==> src/rtl/alu_seq_pkg.sv <==
// Shared types, strobe constants and opcode helpers for the ALU control sequencer.
package alu_seq_pkg;

   localparam int unsigned NUM_STROBES = 5;

   typedef enum logic [1:0] {
      OP_NOP  = 2'b00,
      OP_LOAD = 2'b01,
      OP_ADDI = 2'b10,
      OP_MAC  = 2'b11
   } op_t;

   // Strobe states are contiguous so S_A..S_E map to mask bits 0..4.
   typedef enum logic [2:0] {
      IDLE   = 3'd0,
      S_A    = 3'd1,
      S_B    = 3'd2,
      S_C    = 3'd3,
      S_D    = 3'd4,
      S_E    = 3'd5,
      SETTLE = 3'd6,
      DONE   = 3'd7
   } state_t;

   localparam logic [NUM_STROBES-1:0] REN_A = 5'b00001;
   localparam logic [NUM_STROBES-1:0] REN_B = 5'b00010;
   localparam logic [NUM_STROBES-1:0] REN_C = 5'b00100;
   localparam logic [NUM_STROBES-1:0] REN_D = 5'b01000;
   localparam logic [NUM_STROBES-1:0] REN_E = 5'b10000;

   function automatic logic [NUM_STROBES-1:0] op_mask(input op_t op);
      case (op)
         OP_LOAD: return REN_E;
         OP_ADDI: return REN_E;
         OP_MAC:  return REN_A | REN_B | REN_C | REN_D | REN_E;
         default: return '0;
      endcase
   endfunction

   function automatic logic [NUM_STROBES-1:0] state_strobe(input state_t s);
      case (s)
         S_A:     return REN_A;
         S_B:     return REN_B;
         S_C:     return REN_C;
         S_D:     return REN_D;
         S_E:     return REN_E;
         default: return '0;
      endcase
   endfunction

endpackage

==> src/rtl/alu_seq_step.sv <==
// Finds the next strobe state after cur_state whose mask bit is set, or SETTLE if none.
module alu_seq_step
   import alu_seq_pkg::*;
(
   input  state_t                 cur_state,
   input  logic [NUM_STROBES-1:0] mask,
   output state_t                 next_state
);

   int first;

   always_comb begin
      next_state = SETTLE;
      first      = 0;
      case (cur_state)
         IDLE:    first = 0;
         S_A:     first = 1;
         S_B:     first = 2;
         S_C:     first = 3;
         S_D:     first = 4;
         default: first = int'(NUM_STROBES);
      endcase
      // Scan downwards so the lowest eligible bit wins.
      for (int i = int'(NUM_STROBES) - 1; i >= 0; i--) begin
         if (i >= first && mask[i]) begin
            next_state = state_t'(3'(i + 1));
         end
      end
   end

endmodule

==> src/rtl/alu_sequencer.sv <==
// Accepts one ALU instruction, walks the one-hot strobe sequence, captures the
// ALU result and hands it to writeback over a valid/ready handshake.
module alu_sequencer
   import alu_seq_pkg::*;
#(
   parameter int unsigned BUS_WIDTH = 8,
   parameter int unsigned CNT_WIDTH = 8
)(
   input  logic                   clk,
   input  logic                   rst,
   input  logic                   in_valid,
   output logic                   in_ready,
   input  logic [1:0]             in_op,
   input  logic [BUS_WIDTH-1:0]   in_imm,
   output logic [BUS_WIDTH-1:0]   alu_imm,
   output logic [NUM_STROBES-1:0] alu_reg_en,
   output logic                   alu_f_add,
   output logic                   alu_f_load,
   input  logic [BUS_WIDTH-1:0]   alu_result,
   output logic                   out_valid,
   input  logic                   out_ready,
   output logic [BUS_WIDTH-1:0]   out_data,
   output logic [CNT_WIDTH-1:0]   retired
);

   state_t                 state;
   state_t                 step_next;
   op_t                    new_op;
   logic [NUM_STROBES-1:0] mask_q;
   logic [NUM_STROBES-1:0] step_mask;

   assign new_op    = op_t'(in_op);
   // In IDLE the first strobe is chosen from the incoming opcode.
   assign step_mask = (state == IDLE) ? op_mask(new_op) : mask_q;

   alu_seq_step u_step (
      .cur_state  (state),
      .mask       (step_mask),
      .next_state (step_next)
   );

   always_ff @(posedge clk) begin
      if (rst) begin
         state      <= IDLE;
         in_ready   <= 1'b1;
         mask_q     <= '0;
         alu_imm    <= '0;
         alu_reg_en <= '0;
         alu_f_add  <= 1'b0;
         alu_f_load <= 1'b0;
         out_valid  <= 1'b0;
         out_data   <= '0;
         retired    <= '0;
      end else begin
         case (state)
            IDLE: begin
               if (in_valid) begin
                  in_ready   <= 1'b0;
                  alu_imm    <= in_imm;
                  alu_f_load <= (new_op == OP_LOAD);
                  alu_f_add  <= (new_op == OP_ADDI);
                  mask_q     <= op_mask(new_op);
                  if (new_op == OP_NOP) begin
                     state     <= DONE;
                     out_valid <= 1'b1;
                  end else begin
                     state      <= step_next;
                     alu_reg_en <= state_strobe(step_next);
                  end
               end
            end
            S_A, S_B, S_C, S_D, S_E: begin
               state      <= step_next;
               alu_reg_en <= state_strobe(step_next);
            end
            SETTLE: begin
               state     <= DONE;
               out_data  <= alu_result;
               out_valid <= 1'b1;
            end
            DONE: begin
               if (out_ready) begin
                  state     <= IDLE;
                  out_valid <= 1'b0;
                  in_ready  <= 1'b1;
                  retired   <= retired + CNT_WIDTH'(1);
               end
            end
            default: begin
               state      <= IDLE;
               in_ready   <= 1'b1;
               alu_reg_en <= '0;
               out_valid  <= 1'b0;
            end
         endcase
      end
   end

endmodule

==> config.mk <==
export PLATFORM = sky130hd
export DESIGN_NAME = alu_sequencer
export DESIGN_NICKNAME = d
export VERILOG_FILES = /design/src/rtl/alu_seq_pkg.sv /design/src/rtl/alu_seq_step.sv /design/src/rtl/alu_sequencer.sv
export SDC_FILE = /design/constraint.sdc
export NUM_CORES = 1
export LEC_CHECK = 0
export CAP_MARGIN = 20
export CORE_ASPECT_RATIO = 0.8
export CORE_MARGIN = 1.5
export CORE_UTILIZATION = 49
export DETAILED_ROUTE_END_ITERATION = 10
export PLACE_DENSITY = 0.93
export REMOVE_ABC_BUFFERS = 1
export SYNTH_ARGS = -nofsm -noshare
export SYNTH_HDL_FRONTEND = slang
export SYNTH_SLANG_ARGS = --single-unit
==> constraint.sdc <==
create_clock -name clk -period 4.31 [get_ports clk]
set_input_delay 0.431 -clock clk [delete_from_list [all_inputs] [get_ports clk]]
set_output_delay 0.431 -clock clk [all_outputs]
set_load 0.01 [all_outputs]
==> results of run 1 <==
routing by layer:
layer / vias up / GRT usage / wire (um)
li1: 821 / - / -
met1: 734 / 0.275 / 1810
met2: 58 / 0.363 / 1920
met3: 6 / 0.0557 / 283
met4: 0 / 0.0659 / 44
met5: - / 0 / 0
cells in the mapped netlist (all sizes together) (2+ instances only):
| library cell | instances | area, um^2 |
|---|---|---|
| nand3b | 3 | 22.5 |
| or3 | 2 | 12.5 |
| nand2 | 46 | 173 |
| a211oi | 4 | 30.0 |
| mux2i | 2 | 20.0 |
| dfxtp | 38 | 761 |
| buf | 5 | 28.8 |
| nand4 | 2 | 12.5 |
| xor2 | 5 | 43.8 |
| ha | 5 | 62.6 |
| nand3 | 6 | 30.0 |
| nor3 | 3 | 26.3 |
| and4 | 2 | 17.5 |
| xnor2 | 2 | 17.5 |
| a21oi | 30 | 154 |
| nor2 | 16 | 60.1 |
| inv | 3 | 11.3 |
| nand4bb | 2 | 22.5 |
| o211a | 2 | 20.0 |
| clkbuf | 6 | 22.5 |
| o21ai | 4 | 20.0 |
worst register-to-register path: cells and delay by family (launching register included):
kind                     cells  cell delay [ns]
AO/OA/AOI/OAI                4             1.08
adder cells (fa/ha/maj)      1             0.31
buffers and inverters        1             0.18
flip-flops                   1             0.60
state kept, by name, summed over array words and instances (netlist names):
| name | count |
|---|---|
| alu_imm | 8 |
| in_ready | 1 |
| out_data | 8 |
| alu_f_load | 1 |
| alu_reg_en | 5 |
| out_valid | 1 |
| mask_q | 2 |
| state | 3 |
| retired | 8 |
| alu_f_add | 1 |
layout make-up:
cell class | instances | area share
multi-input combinational | 155 | 0.381
sequential | 38 | 0.317
timing repair buffer | 55 | 0.228
clock buffer | 6 | 0.0344
tap | 42 | 0.0219
clock inverter | 1 | 0.0125
inverter | 3 | 0.00469
worst paths after layout:
path / end / depth (start not counted) / slack, ns
max: alu_reg_en[4] / 6 / 2.06
min: alu_reg_en[1] / 2 / 0.46
max reg2reg: alu_reg_en[4] / 6 / 2.06
min reg2reg: alu_reg_en[1] / 2 / 0.46
cell usage in the layout, fill, tap and decap left out, types with 2 or more instances in the layout:
| cell | instances |
|---|---|
| dfxtp_1 | 38 |
| o21ai_0 | 4 |
| and4_1 | 2 |
| nor2_1 | 16 |
| nand3_1 | 6 |
| nand2_1 | 46 |
| inv_2 | 2 |
| or3_1 | 2 |
| xnor2_1 | 2 |
| o211a_1 | 2 |
| a211oi_1 | 4 |
| xor2_1 | 5 |
| nand4bb_1 | 2 |
| nand4_1 | 2 |
| a21oi_1 | 29 |
| mux2i_1 | 2 |
| clkbuf_8 | 6 |
| nor3_1 | 2 |
| nand3b_1 | 3 |
| ha_1 | 5 |
| clkdlybuf4s50_1 | 54 |
cell families after synthesis:
group	count (synthesis)	share of synthesized area
xor gates and xnor gates	7	0.0353
AOI/OAI and AO/OA	53	0.204
buffers and inverters	14	0.0360
and+or+nand+nor	88	0.240
DFF	38	0.437
adders and majority gates	5	0.0360
muxes	2	0.0115
power by group through the flow:
stage	Sequential, mW	Combinational [mW]	Clock [mW]
floorplan	0.482	0.297	0
global placement	0.475	0.463	0
detailed placement	0.478	0.477	0
CTS	0.470	0.481	0.307
global route	0.481	0.529	0.326
finish	0.471	0.484	0.298
==> flow_metrics.env, run 1 <==
export IMPL_path_cells="inv_2 > ha_1 > a211oi_1 > o32ai_1 > a2111o_1 > a21oi_2"
export IMPL_clockPowerShare=0.238
export IMPL_postSynthCellCount=207
export IMPL_port_buffers=54
export IMPL_setup_tns_ns=0
export IMPL_cts_setup_buffers=0
export IMPL_synth_seq_area_share=0.437
export IMPL_antenna_found_initial=0
export IMPL_row_count=19
export IMPL_ios=55
export IMPL_place_area_um2=2290
export IMPL_numCtsBuffers=5
export IMPL_dp_slack_ns=1.83
export IMPL_min_from="alu_reg_en[1]"
export IMPL_ctsResizeCount=0
export IMPL_core_area_um2=3420
export IMPL_async_flop_share=0
export IMPL_slew_headroom=0.418
export IMPL_drc=0
export IMPL_p_switching_uw=445
export IMPL_ys_warnings_count=0
export IMPL_worstSetupPathType="reg2reg"
export IMPL_period_share=0.522
export IMPL_htreeDepth=2
export IMPL_final_area_um2=2400
export IMPL_cp_required_ns=4.50
export IMPL_die_height_um=56.3
export IMPL_place_inst=293
export IMPL_fin_nets=285
export IMPL_seqCellArea_um2=761
export IMPL_ant_nets=0
export IMPL_grt_pass1_vias=1561
export IMPL_grt_max_degree=23
export IMPL_power_frac_seq=0.376
export IMPL_worstReg2RegStart="state[2]"
export IMPL_whs_ns=0.456
export IMPL_drt_vias_per_instance=5.40
export IMPL_die_w_um=69.6
export IMPL_wl_per_cell_um=13.6
export IMPL_synth_edf_count=0
export IMPL_synth_distinct_cells=45
export IMPL_worst_setup_path_start_kind="flop"
export IMPL_hpwlAfterDp_um=2910
export IMPL_grt_pass1_wl_um=6880
export IMPL_p_leak_nw=0.855
export IMPL_crit_family="compound AO/OA/AOI/OAI gates"
export IMPL_setup_viol=0
export IMPL_p_comb_frac=0.387
export IMPL_worstSkewPairLatency_ns=0.28
export IMPL_track_usage=0.216
export IMPL_finalCriticalPeriod_ns=2.25
export IMPL_ctsHoldBuffers=0
export IMPL_globalplace_congestion=0.843
export IMPL_drive_above_1_share=0.0543
export IMPL_status="finished, final reports clean"
export IMPL_total_power_mw=1.25
export IMPL_power_density_nw_per_um2=522
export IMPL_crit_arrival_ns=2.44
export IMPL_slowest_delay_ns=0.60
export IMPL_n_fill_cell=281
export IMPL_clk_pin_slew_ns=0.07
export IMPL_grt_overflow=0
export IMPL_slowest_stage="dfxtp_1"
export IMPL_critPathCaptureType="flop"
export IMPL_cp_max_fo=13
export IMPL_timing_critical_path_buf_inv=1
export IMPL_drtPass1Iterations=4
export IMPL_multi_input_comb_area_um2=916
export IMPL_fin_util=0.701
export IMPL_syn_area_per_cell_um2=8.40
export IMPL_fin_ws_ns=2.06
export IMPL_cts_tree="built"
export IMPL_syn_to_final_growth_pct=38.1
export IMPL_timing_fmax_mhz=444
export IMPL_netSwitchingFraction=0.355
export IMPL_wirelength_um=4070
export IMPL_yosys_most_used_dff="dfxtp_1"
export IMPL_fin_cells=300
export IMPL_drv_slew=0
export IMPL_cts_sinks=38
export IMPL_hold_viol_final=0
export IMPL_drv_cap=0
export IMPL_dieArea_um2=3920
export IMPL_syn_area_um2=1740
export IMPL_ys_ff_latch=38
export IMPL_finalClockSkew_ns=0.00636
export IMPL_peakVddDrop_v=0.000318
export IMPL_cts_root_buf="clkbuf_8"
export IMPL_intPower_uw=808
export IMPL_worstMarginPinSlew_ns=0.870
export IMPL_grt_setup_unrepaired="false"
export IMPL_antennaDiodeCount=0
export IMPL_cts_buffer_depth=2
export IMPL_min_path_type="reg2reg"
export IMPL_crit_path_start="state[2]"
export IMPL_start_util=0.508
export IMPL_drtIter0Drc=80
export IMPL_num_vias=1619
(Power assumes the default switching activity.)
==> run 2: changes to the inputs <==
--- a/config.mk
+++ b/config.mk
@@ -8,9 +8,9 @@
 export CAP_MARGIN = 20
 export CORE_ASPECT_RATIO = 0.8
 export CORE_MARGIN = 1.5
-export CORE_UTILIZATION = 49
+export CORE_UTILIZATION = 41
 export DETAILED_ROUTE_END_ITERATION = 10
-export PLACE_DENSITY = 0.93
+export PLACE_DENSITY = 0.84
 export REMOVE_ABC_BUFFERS = 1
 export SYNTH_ARGS = -nofsm -noshare
 export SYNTH_HDL_FRONTEND = slang
==> constraint.sdc (replaced) <==
create_clock -name clk -period 1.9 [get_ports clk]
set_input_delay 0.19 -clock clk [delete_from_list [all_inputs] [get_ports clk]]
set_output_delay 0.19 -clock clk [all_outputs]
set_load 0.01 [all_outputs]
==> flow_metrics.env, run 2 (synthesized netlist as in run 1, its figures left out) <==
export IMPL_final_cell_mix="54 x clkdlybuf4s50_1, 46 x nand2_1, 36 x dfxtp_1, 29 x a21oi_1, 16 x nor2_1"
export IMPL_timing_fmax_mhz=545
export IMPL_netSwitchingFraction=0.370
export IMPL_cts_buffer_depth=2
export IMPL_wirelength_um=4420
export IMPL_syn_to_final_growth_pct=48.8
export IMPL_worstReg2RegStart="state[2]"
export IMPL_intPower_mw=1.95
export IMPL_cts_root_buf="clkbuf_8"
export IMPL_worst_setup_path_start_kind="flop"
export IMPL_drtIter0Drc=47
export IMPL_ios=55
export IMPL_crit_end="alu_reg_en[4]"
export IMPL_final_common_cell="clkdlybuf4s50_1"
export IMPL_die_height_um=61.3
export IMPL_grt_setup_unrepaired="true"
export IMPL_fin_nets=301
export IMPL_drt_vias_per_instance=5.16
export IMPL_setup_tns_ns=0
export IMPL_slowest_stage="a2111o_1"
export IMPL_port_buffers=54
export IMPL_clockPowerShare=0.190
export IMPL_cts_sinks=38
export IMPL_worstMarginPinSlew_ns=0.547
export IMPL_drive_above_1_share=0.142
export IMPL_row_count=20
export IMPL_clk_pin_slew_ns=0.08
export IMPL_start_util=0.443
export IMPL_cp_max_fo=12
export IMPL_grt_pass1_vias=1514
export IMPL_period_share=0.966
export IMPL_path_cells="buf_6 > nor3_4 > a31oi_4 > or3_4 > a2111o_1 > a21oi_2"
export IMPL_dieArea_um2=4640
export IMPL_multi_input_comb_area_um2=963
export IMPL_antennaDiodeCount=0
export IMPL_final_area_um2=2590
export IMPL_hold_viol_final=0
export IMPL_drtPass1Iterations=5
export IMPL_hpwlAfterDp_um=3120
export IMPL_status="finished, final reports clean"
export IMPL_finalClockSkew_ns=0.00274
export IMPL_htreeDepth=2
export IMPL_crit_arrival_ns=2.06
export IMPL_wl_per_cell_um=13.4
export IMPL_critPathCaptureType="flop"
export IMPL_whs_ns=0.443
export IMPL_numCtsBuffers=5
export IMPL_n_fill_cell=348
export IMPL_p_comb_frac=0.486
export IMPL_globalplace_congestion=0.932
export IMPL_setup_viol=0
export IMPL_drv_slew=0
export IMPL_cts_tree="built"
export IMPL_track_usage=0.193
export IMPL_worstSkewPairLatency_ns=0.29
export IMPL_grt_max_degree=16
export IMPL_peakVddDrop_v=0.000630
export IMPL_slowest_delay_ns=0.43
export IMPL_grt_pass1_wl_um=6820
export IMPL_slew_headroom=0.634
export IMPL_seqCellArea_um2=763
export IMPL_p_switching_mw=1.14
export IMPL_die_w_um=75.8
export IMPL_worst_r2r_path_depth=6
export IMPL_min_path_type="in2reg"
export IMPL_reg_largest_list="alu_imm: 8 flops, out_data: 8 flops, retired: 8 flops"
export IMPL_core_area_um2=3930
export IMPL_worstSetupPathType="reg2reg"
export IMPL_place_area_um2=2420
export IMPL_ant_nets=0
export IMPL_reg2reg_to="alu_reg_en[4]"
export IMPL_power_frac_seq=0.325
export IMPL_grt_overflow=0
export IMPL_cp_required_ns=2.13
export IMPL_finalCriticalPeriod_ns=1.83
export IMPL_num_vias=1703
export IMPL_drv_cap=0
export IMPL_power_density_nw_per_um2=1190
export IMPL_crit_path_start="state[2]"
export IMPL_drc=0
export IMPL_antenna_found_initial=0
export IMPL_p_leak_nw=0.936
export IMPL_r2r_setup_slack_ns=0.07
## run 2: repair_timing
item	4_1_cts	5_1_grt
hold buffers	0	0
setup buffers	0	2
gates resized for setup	0	12
endpoints found under the setup margin	0	2
## run 2: worst max-delay path, delay by kind of cell, from the launching register on
family / cells / cell delay [ns]
flip-flops: 1 / 0.34
buffers and inverters: 1 / 0.15
AO/OA/AOI/OAI: 3 / 0.68
AND/OR/NAND/NOR: 2 / 0.61
## run 2: stage by stage
step	util	std cells	worst slack (ns)	total power [mW]
after floorplan	-	196	0.0257	1.77
after global placement	0.617	320	0.00866	2.32
after detailed placement	0.617	320	-0.0946	2.35
after CTS	0.641	328	0.0180	2.93
after global routing	0.659	330	-0.0267	3.29
final	0.659	330	0.0655	3.09
## run 2: per-layer routing
layer,global-route usage,part of all wire,vias up
met1,0.260,0.48,787
li1,-,-,862
met5,0,0,-
met4,0.0536,0.0066,0
met2,0.309,0.44,49
met3,0.0507,0.073,5
## run 2: worst min path at each step
stage	slack (ns)	cells after the start	startpoint	endpoint
after floorplan	0.25	1	rst	alu_reg_en[4]
after global placement	0.44	2	out_data[5]	out_data[5]
after detailed placement	0.45	2	out_data[3]	out_data[3]
after CTS	0.44	3	in_imm[1]	alu_imm[1]
after global routing	0.45	3	in_imm[5]	alu_imm[5]
final	0.44	3	in_imm[7]	alu_imm[7]
## run 2: layout make-up
cell class                      count  share of cell area
Tap cell                           55              0.0266
Clock inverter                      2             0.00483
Sequential cell                    38               0.295
Clock buffer                        6              0.0319
Multi-Input combinational cell    155               0.372
Inverter                            3             0.00532
Timing Repair Buffer               71               0.264
## run 2: power groups by stage
stage / clock network, mW / registers (mW) / logic (mW)
after floorplan: 0 / 1.09 / 0.674
after global placement: 0 / 1.01 / 1.31
after detailed placement: 0 / 1.01 / 1.34
after CTS: 0.594 / 0.992 / 1.34
after global routing: 0.621 / 1.02 / 1.65
final: 0.586 / 1.00 / 1.50
